--- src/rtl/ppu_cpu_port.sv ---
// CPU-side register port of the Dendy PPU ($2000-$2007) plus the $4014 OAM DMA engine.
// Optional build macro: PPU_PALETTE_MIRROR_EN folds sprite backdrop palette entries onto $3F00/$04/$08/$0C.
module ppu_cpu_port #(
   parameter int INC_WIDE = 32,
   parameter int DMA_LEN  = 256
) (
   input  logic        clock,
   input  logic        reset,
   input  logic [2:0]  cpu_a,
   input  logic        cpu_sel,
   input  logic        cpu_we,
   input  logic [7:0]  cpu_d,
   output logic [7:0]  cpu_q,
   input  logic        vbl_set,
   output logic [7:0]  ctrl,
   output logic [7:0]  mask,
   output logic [7:0]  scroll_x,
   output logic [7:0]  scroll_y,
   output logic        nmi,
   output logic [13:0] vram_a,
   output logic [7:0]  vram_d,
   output logic        vram_w,
   input  logic [7:0]  vram_i,
   output logic [7:0]  oam_a,
   output logic [7:0]  oam_d,
   output logic        oam_w,
   input  logic [7:0]  oam_i,
   input  logic        dma_req,
   input  logic [7:0]  dma_page,
   output logic [15:0] dma_a,
   input  logic [7:0]  dma_i,
   output logic        dma_busy
);

   typedef enum logic [1:0] {DMA_IDLE, DMA_RD, DMA_WR} dma_state_t;

   localparam logic [7:0] DMA_LAST = 8'(DMA_LEN - 1);

   dma_state_t  dma_state, dma_state_nx;
   logic [7:0]  dma_pg, dma_n;
   logic [13:0] v, v_inc;
   logic [7:0]  oam_addr, rd_buf;
   logic        w, vblank, buf_pend;
   logic        acc_wr, acc_rd, cpu_oam_w;

   // The CPU is stalled while DMA owns the port, so its strobes are dropped outright.
   assign dma_busy  = (dma_state != DMA_IDLE);
   assign acc_wr    = cpu_sel & cpu_we & ~dma_busy;
   assign acc_rd    = cpu_sel & ~cpu_we & ~dma_busy;
   assign cpu_oam_w = acc_wr && (cpu_a == 3'd4);
   assign v_inc     = v + (ctrl[2] ? 14'(INC_WIDE) : 14'd1);
   assign nmi       = vblank & ctrl[7];
   assign vram_w    = acc_wr && (cpu_a == 3'd7);
   assign vram_d    = vram_w ? cpu_d : 8'h00;

`ifdef PPU_PALETTE_MIRROR_EN
   assign vram_a = (v[13:8] == 6'h3F && v[4] && v[1:0] == 2'b00) ? {v[13:5], 1'b0, v[3:0]} : v;
`else
   assign vram_a = v;
`endif

   // NOTE: state registers use non-blocking assignments so every flop samples pre-edge values.
   always_ff @(posedge clock) begin
      if (reset) begin
         ctrl     <= 8'h00;
         mask     <= 8'h00;
         scroll_x <= 8'h00;
         scroll_y <= 8'h00;
         cpu_q    <= 8'h00;
         v        <= 14'h0000;
         w        <= 1'b0;
         vblank   <= 1'b0;
         rd_buf   <= 8'h00;
         buf_pend <= 1'b0;
         oam_addr <= 8'h00;
      end else begin
         // Memory data for a $2007 read arrives one cycle after the address was issued.
         buf_pend <= 1'b0;
         if (buf_pend)
            rd_buf <= vram_i;

         if (vbl_set)
            vblank <= 1'b1;
         else if (acc_rd && cpu_a == 3'd2)
            vblank <= 1'b0;

         if (acc_wr) begin
            case (cpu_a)
               3'd0: ctrl     <= cpu_d;
               3'd1: mask     <= cpu_d;
               3'd3: oam_addr <= cpu_d;
               3'd4: oam_addr <= oam_addr + 8'd1;
               3'd5: begin
                  if (!w) scroll_x <= cpu_d;
                  else    scroll_y <= cpu_d;
                  w <= ~w;
               end
               3'd6: begin
                  if (!w) v[13:8] <= cpu_d[5:0];
                  else    v[7:0]  <= cpu_d;
                  w <= ~w;
               end
               3'd7: v <= v_inc;
               default: ;
            endcase
         end

         if (acc_rd) begin
            case (cpu_a)
               3'd2: begin
                  cpu_q <= {vblank & ~vbl_set, 7'b0};
                  w     <= 1'b0;
               end
               3'd4: cpu_q <= oam_i;
               3'd7: begin
                  cpu_q    <= (v >= 14'h3F00) ? vram_i : rd_buf;
                  buf_pend <= 1'b1;
                  v        <= v_inc;
               end
               default: cpu_q <= 8'h00;
            endcase
         end
      end
   end

   always_ff @(posedge clock) begin
      if (reset) begin
         dma_state <= DMA_IDLE;
         dma_pg    <= 8'h00;
         dma_n     <= 8'h00;
      end else begin
         dma_state <= dma_state_nx;
         if (dma_state == DMA_IDLE && dma_req) begin
            dma_pg <= dma_page;
            dma_n  <= 8'h00;
         end else if (dma_state == DMA_WR) begin
            dma_n <= dma_n + 8'd1;
         end
      end
   end

   // NOTE: every output of this block gets a default first so no latch is inferred.
   always_comb begin
      dma_state_nx = dma_state;
      dma_a        = 16'h0000;
      oam_w        = cpu_oam_w;
      oam_a        = oam_addr;
      oam_d        = cpu_oam_w ? cpu_d : 8'h00;
      case (dma_state)
         DMA_IDLE: if (dma_req) dma_state_nx = DMA_RD;
         DMA_RD: begin
            dma_a        = {dma_pg, dma_n};
            dma_state_nx = DMA_WR;
         end
         DMA_WR: begin
            oam_w        = 1'b1;
            oam_a        = oam_addr + dma_n;
            oam_d        = dma_i;
            dma_state_nx = (dma_n == DMA_LAST) ? DMA_IDLE : DMA_RD;
         end
         default: dma_state_nx = DMA_IDLE;
      endcase
   end

endmodule
--- config.mk ---
export PLATFORM = sky130hd
export DESIGN_NAME = ppu_cpu_port
export DESIGN_NICKNAME = d
export VERILOG_FILES = /design/src/rtl/ppu_cpu_port.sv
export SDC_FILE = /design/constraint.sdc
export NUM_CORES = 1
export LEC_CHECK = 0
export ABC_AREA = 0
export CORE_AREA = 2 2 106 108
export DETAILED_ROUTE_END_ITERATION = 12
export DIE_AREA = 0 0 108 110
export GPL_TIMING_DRIVEN = 0
export HOLD_SLACK_MARGIN = 0.15
export PLACE_DENSITY = 0.79
export SYNTH_ARGS = -nofsm -noshare
export SYNTH_HDL_FRONTEND = slang
export SYNTH_SLANG_ARGS = --single-unit
--- constraint.sdc ---
create_clock -name clock -period 2.2 [get_ports clock]
set_input_delay 0.22 -clock clock [delete_from_list [all_inputs] [get_ports clock]]
set_output_delay 0.22 -clock clock [all_outputs]
set_load 0.01 [all_outputs]
# After elaboration in Yosys (flattened, before gate mapping)
# Index checks and enable logic that the tools add are counted.
# totals
ff_bits	91
latch_bits	0
ram_bits	0
romBits	0
out_inout_bits	98
elab_cells	84
memories	0
# op_classes
n_addsub	4
multipliers	0
div_mod_pow	0
order_cmp	1
eq_ne	11
shift	0
mux	26
n_bitwise	11
n_reduce_logical	17
# ops
cell	count
8-bit two-way mux	6
14-bit two-way mux	3
14-bit case mux with 2 select lines	1
8-bit case mux with 3 select lines	1
8-bit by 1-bit adder with 8-bit output, second input constant	2
16-bit two-way mux	1
8-bit case mux with 2 select lines	1
14-bit by 6-bit adder with 14-bit output	1
14-bit >= comparator, second input constant	1
3-bit == test, second input constant	4
6-bit two-way mux	2
1-bit two-way mux	9
8-bit adder	1
8-bit == test, second input constant	1
1-bit bitwise AND	6
3-bit by 2-bit == test with 1-bit output, second input constant	2
2-bit case mux with 3 select lines	1
2-bit AND reduction	3
3-bit AND reduction	2
2-bit nonzero test	3
2-bit OR reduction	3
1-bit inverter	5
1-bit logical AND	4
3-bit by 1-bit == test with 1-bit output, second input constant	1
6 further kinds	6

# Longest topological paths before layout
# Gate-level depths: netlist of run 1.
# depth
word_depth	6
mapped_depth	8
ltp_nobuf	8

# Worst setup path before layout of run 1
# Ideal clock, no wire load.
# synth_timing
path_type	reg2out
startpoint	reg oam_addr[0]
endpoint	out oam_a[6]
arrival_ns	1.713
setup_slack_ns	0.267
stages_incl_launch_ff	9
cell_sequence	dfxtp_1 > ha_1 > inv_1 > fa_1 > nor2b_1 > o21ai_0 > a21boi_0 > or3_1 > nand3_1
# synth_between
elab_chain_cells	2
# synth_rtl
item	line	text
from (decl)	42	logic [7:0] oam_addr, rd_buf;
from (signal assigned)	91	3'd3: oam_addr <= cpu_d;
from (signal assigned)	92	3'd4: oam_addr <= oam_addr + 8'd1;
8-bit adder	157	oam_a = oam_addr + dma_n;
8-bit two-way mux	149	case (dma_state)
to (decl)	24	output logic [7:0] oam_a,
# No other way between the ends.

# Worst setup path in the final report of run 1
# layout_timing
startpoint	reg dma_n[4]
endpoint	out oam_a[7]
# layout_between
elab_chain_cells	2
# layout_rtl
item	line	text
from (decl)	40	logic [7:0] dma_pg, dma_n;
from (signal assigned)	137	dma_n <= dma_n + 8'd1;
8-bit adder	157	
8-bit two-way mux	149	
# No other way between the ends.

==> results of run 1 <==
==> cell type report <==
type / instances / area, µm²
buffer: 40 / 235
tap: 140 / 175
sequential: 91 / 1850
clock inverter: 6 / 40.0
multi-input combinational: 481 / 3170
fill: 928 / 3610
inverter: 11 / 41.3
clock buffer: 10 / 138
timing repair buffer: 148 / 1430
==> kinds of logic (layout without fill, tap and decap cells) <==
kind of cell	count (synthesis)	in the layout
AND/OR/NAND/NOR	271	271
AO/OA/AOI/OAI	133	134
buffers and inverters	51	215
multiplexers	43	43
flip-flops	91	91
XOR/XNOR	20	20
adder cells (fa/ha/maj)	13	13
==> layer usage <==
metal	part of all wire (%)	vias to the layer above	global-route usage, %
met1	40	2583	33.9
li1	-	2499	-
met3	8.2	51	6.23
met5	0	-	0
met4	3.4	0	13.6
met2	48	260	49.0
==> registers in the layout, indices dropped and copies added, names as in the netlist, 8 cells and up <==
register and count:
dma_pg 8, cpu_q 8, scroll_x 8, rd_buf 8, ctrl 8, dma_n 8
mask 8, oam_addr 8, vram_a 14, scroll_y 8
==> power by group through the flow <==
stage / Combinational (mW) / Clock, mW / Sequential (mW)
floorplan: 0.231 / 0 / 1.74
global placement: 0.445 / 0 / 1.74
detailed placement: 0.454 / 0 / 1.74
CTS: 0.479 / 1.05 / 1.70
global route: 0.527 / 1.13 / 1.70
finish: 0.490 / 1.05 / 1.70
==> worst register-to-register path, delay by kind of cell, from the launching register on <==
kind / cells / cell delay, ns
DFF: 1 / 0.32
and+or+nand+nor: 3 / 1.11
AOI/OAI and AO/OA: 1 / 0.22
buffers and inverters: 2 / 0.33
==> per-stage QoR <==
step	cells	total power, mW	hold slack, ns
after floorplan	622	1.97	0.331
after global placement	901	2.18	0.438
after detailed placement	901	2.19	0.444
after CTS	927	3.23	0.226
after global routing	927	3.35	0.259
final	927	3.24	0.231
==> cell usage after synthesis (2+ instances only) <==
cell and instances:
nor2_1 58, a22oi_1 12, inv_1 11, buf_1 3, buf_6 3, o31ai_1 3
a41o_1 2, and2_1 28, a2bb2oi_1 2, dfxtp_1 91, and3_1 6, a21o_1 3
nor3_1 7, nand4_1 6, o21ai_0 23, nor2_2 3, nor3b_1 5, a31oi_1 13
nor2b_1 7, ha_1 12, nand3_1 18, clkbuf_1 27, buf_2 6, xor2_1 12
nor4b_1 3, nand2b_1 4, mux2i_1 36, or2_2 2, mux2_2 7, nand2_1 100
o22ai_1 8, nor4_4 2, a211oi_1 6, a21oi_2 2, or3_1 6, nand3b_1 2
a21oi_1 44, xnor2_1 8, a41oi_1 2, o21a_1 4
==> what timing repair did <==
action                                  in CTS  in global routing
endpoints found under the setup margin      36                 24
resized for setup                           96                 25
pin swaps                                    8                  5
setup buffers                                8                  0
gates cloned                                 2                  0
==> final timing paths <==
check | from | endpoint | slack [ns] | cells after the start
max | dma_n[4] | oam_a[7] | -0.09 | 7
min | cpu_we | vram_a[6] | 0.23 | 3
max reg2reg | dma_state[1] | cpu_q[5] | 0.13 | 6
min reg2reg | dma_pg[0] | dma_pg[0] | 0.46 | 2
==> metrics.yaml, run 1 <==
hold_path:
  hp-class: "in2reg"
grt:
  grt_use_total_pct: 28.5
  grt_pass1_wl_um: 26200
  antenna_found_initial: 0
  grt_pass1_vias: 5281
  overflow: 0
  grt_max_degree: 16
logic_synthesis:
  synth_flop_cell: "dfxtp_1"
  synth_top_family_by_area: "simple AND/OR/NAND/NOR gates"
  yosysTopAreaCell: "dfxtp_1"
  synthCells: 622
  yosys.area_share.adder_pct: 3.38
  yosysWarningCount: 0
  synth_compound_area_share_pct: 16.4
  ys_seq_area_share_pct: 36.2
  synth_xor_area_share_pct: 3.48
  synthesis.area_um2: 5040
  synthArstFlopShare_pct: 0
  synth-simple-area-share_pct: 27.4
  ys_top_cells_by_area: "dfxtp_1 36%, nand2_1 7.5%, mux2i_1 7.2%, a21oi_1 4.4%, nor2_1 4.3%"
  postSynthAreaPerCell_um2: 8.10
  synth_nets: 684
  yosysTopAreaCellShare_pct: 36.2
  synth_mux_area_share_pct: 8.72
  ys_types: 65
  ys_ff_latch: 91
  synth_edf_count: 0
route:
  detail-route-antenna-nets: 0
  drt_iter0_markers: 418
  viasPerCell: 5.82
  first_pass_iters: 7
  drt_drc_violations_left: 0
  wl_per_cell_um: 18.7
  wl_um: 17300
  dr_total_vias: 5393
clocking:
  clockRootBuffer: "clkbuf_8"
  clk_latency_ns: 0.36
  clock-sinks: 91
  cts_buffers: 9
  cts_tree: "done"
  htree_levels: 3
  cts_max_path_buffers: 2
  clkTransAtPathRegs_ns: 0.09
  ctsHoldBuffers: 0
sta:
  worst_slew_pin_slew_ns: 0.740
  post-route-period-util_pct: 104
  maxSlewViolCount: 0
  finalSetupViolCount: 4
  max_clock_freq_mhz: 436
  finalClockSkew_ns: 0.0114
  relSlewSlack_pct: 50.3
  rsz0062_at_grt: "true"
  min_period_ns: 2.29
  layout_setup_ws_ns: -0.0926
  finalHoldViolations: 0
  setup_tns_ns: -0.234
setup_path:
  cp_top_family: "compound AO/OA/AOI/OAI gates"
  crit_slowest_cell: "dfxtp_4"
  crit_type: "reg2out"
  arrival_ns: 2.07
  start_kind: "flip-flop"
  worstPathMaxFanout: 6
  required_ns: 1.98
  cp_cell_sequence: "ha_4 > o21a_1 > o21a_1 > o221ai_1 > nand3_2 > xnor2_2 > buf_2"
  endpoint_kind: "output pin"
  critPathBufInv: 1
  crit_path_max_incr_delay_ns: 0.39
  path_common_cell: "o21a_1"
placement:
  place_congestion: 0.899
  dp_hpwl_um: 12000
  dpl-instance-area_um2: 6600
  port_buffers: 139
  pre_cts_slack_ns: -0.973
cells_and_area:
  final_cell_mix: "107 x clkdlybuf4s50_1, 100 x nand2_1, 78 x dfxtp_1"
  layout-drive-gt1-share_pct: 13.3
  final_util_pct: 66.2
  antenna_cells: 0
  final_common_cell: "clkdlybuf4s50_1"
  final_net_count: 844
  final_area_um2: 7080
  syn2layout_area_growth_pct: 40.7
job:
  drv_cap: 0
pwr:
  power.switching_mw: 0.908
  p_per_area_nw_per_um2: 457
  comb_power_share_pct: 15.1
  clkPwrFrac_pct: 32.4
  swShare_pct: 28.0
  seqPwrFrac_pct: 52.4
  peakVddDrop_mv: 0.331
  power_leakage_nw: 2.64
  p_int_mw: 2.33
die:
  die_area_um2: 11900
  die_y_um: 110
  ioPinCount: 147
  start_util_pct: 47.1
  die_w_um: 108
  core_region_area_um2: 10700
  rows: 38
run_status:
  violations: "negative setup slack"
  status: "finished with violations"
No activity file was read; power rests on OpenSTA's default activity.
==> run 2, diff against run 1 <==
Clock period 2.2 ns to 2.4 ns, I/O delays scaled along.
==> run 2 against run 1 <==
- the flow now finishes without violations
- clock power fell by 9%
- sequential cell count unchanged
- count of clock-buffer cells in the layout is the same
- final cell count shrank 0.43%
- via count fell by 1.2%
- non-clock buffer count shrank 3
- critical path depth unchanged
- first-iteration DRC count increased by 8.4%
==> metrics.yaml, run 2 (synthesis results as in run 1) <==
die:
  ioPinCount: 147
  die_area_um2: 11900
  rows: 38
  die_y_um: 110
  die_w_um: 108
  core_region_area_um2: 10700
  start_util_pct: 47.1
setup_path:
  critPathBufInv: 1
  arrival_ns: 2.08
  start_kind: "flip-flop"
  crit_path_max_incr_delay_ns: 0.43
  worstPathMaxFanout: 6
  crit_type: "reg2out"
  required_ns: 2.16
  cp_top_family: "compound AO/OA/AOI/OAI gates"
  path_common_cell: "o21a_1"
  crit_slowest_cell: "dfxtp_1"
  cp_cell_sequence: "ha_1 > o21a_1 > o21a_1 > a211o_1 > nand3_2 > xnor2_2 > buf_2"
  endpoint_kind: "output pin"
  timing.reg2reg.setup_slack_ns: 0.25
pwr:
  clkPwrFrac_pct: 32.4
  swShare_pct: 27.8
  power_leakage_nw: 2.63
  p_int_mw: 2.13
  seqPwrFrac_pct: 52.7
  peakVddDrop_mv: 0.304
  power.switching_mw: 0.823
  p_per_area_nw_per_um2: 423
  comb_power_share_pct: 14.9
sta:
  finalClockSkew_ns: 0.00995
  min_period_ns: 2.32
  maxSlewViolCount: 0
  post-route-period-util_pct: 96.8
  relSlewSlack_pct: 50.6
  worst_slew_pin_slew_ns: 0.735
  finalHoldViolations: 0
  finalSetupViolCount: 0
  layout_setup_ws_ns: 0.0758
  max_clock_freq_mhz: 430
clocking:
  clock-sinks: 91
  clockRootBuffer: "clkbuf_8"
  cts_max_path_buffers: 2
  cts_tree: "done"
  ctsHoldBuffers: 0
  cts_buffers: 9
  clk_latency_ns: 0.36
  htree_levels: 3
  clkTransAtPathRegs_ns: 0.08
cells_and_area:
  syn2layout_area_growth_pct: 38.9
  final_util_pct: 65.4
  final_net_count: 840
  layout-drive-gt1-share_pct: 11.7
  largest_reg_flops: 14
  antenna_cells: 0
  final_cell_mix: "115 x clkdlybuf4s50_1, 100 x nand2_1, 80 x dfxtp_1"
  final_common_cell: "clkdlybuf4s50_1"
  final_area_um2: 7000
grt:
  overflow: 0
  grt_use_total_pct: 27.6
  grt_pass1_wl_um: 25500
  antenna_found_initial: 0
  grt_pass1_vias: 5184
  grt_max_degree: 18
route:
  drt_drc_violations_left: 0
  wl_um: 16600
  dr_total_vias: 5326
  first_pass_iters: 8
  wl_per_cell_um: 18.0
  detail-route-antenna-nets: 0
  viasPerCell: 5.77
  drt_iter0_markers: 453
run_status:
  status: "completed"
placement:
  place_congestion: 0.899
  pre_cts_slack_ns: -0.813
  dpl-instance-area_um2: 6600
  dp_hpwl_um: 12000
  port_buffers: 139
hold_path:
  hp-class: "in2reg"
job:
  drv_cap: 0
-- run 2: layer usage --
metal  vias up  share of wire [%]  GRT usage (%)
met4         0                3.1           12.0
met1      2537                 41           33.4
met5         -                  0              0
li1       2498                  -              -
met3        47                7.7           6.06
met2       244                 48           47.4
-- run 2: area by class of cell --
cell class | count | area [µm²]
flip-flops and latches | 91 | 1840
plain buffers | 39 | 219
clock buffers | 10 | 138
well taps | 140 | 175
inverters | 11 | 41.3
multi-input cells | 480 | 3100
repair buffers | 146 | 1440
clock inverters | 6 | 40.0
fillers | 934 | 3700
-- run 2: worst register-to-register path, cell delays in order, from the launching register on --
cell and delay [ns]:
dfxtp_1 0.32, buf_6 0.13, or3b_1 0.37, clkbuf_1 0.19, nor2_1 0.31, o21ai_0 0.30, a22oi_1 0.30, o22ai_1 0.10
-- run 2: per-stage QoR --
step | power [mW] | instances | setup TNS, ns | hold slack [ns]
after CTS | 2.95 | 921 | 0 | 0.246
after floorplan | 1.80 | 622 | 0 | 0.351
final | 2.96 | 923 | 0 | 0.253
after global placement | 2.00 | 901 | -10.10 | 0.438
after detailed placement | 2.01 | 901 | -10.40 | 0.444
after global routing | 3.07 | 923 | -0.00273 | 0.279
-- run 2: power groups by stage --
| stage | Combinational [mW] | Sequential (mW) | Clock [mW] |
|---|---|---|---|
| 2_1_floorplan | 0.211 | 1.59 | 0 |
| 3_3_place_gp | 0.408 | 1.59 | 0 |
| 3_5_place_dp | 0.416 | 1.59 | 0 |
| 4_1_cts | 0.432 | 1.56 | 0.962 |
| 5_1_grt | 0.475 | 1.56 | 1.03 |
| 6_report | 0.440 | 1.56 | 0.960 |
-- run 2: worst paths after layout --
kind | startpoint | to | cells past startpoint
max | oam_addr[5] | oam_a[7] | 7
min | cpu_we | vram_a[6] | 3
max reg2reg | dma_state[1] | vram_a[12] | 7
min reg2reg | dma_pg[0] | dma_pg[0] | 2
-- run 2: timing repair --
action	4_1_cts	5_1_grt
resized for setup	67	22
cloned	1	0
hold endpoints to repair	0	0
pin swaps	6	2
setup endpoints to repair	36	15
setup buffers	4	2
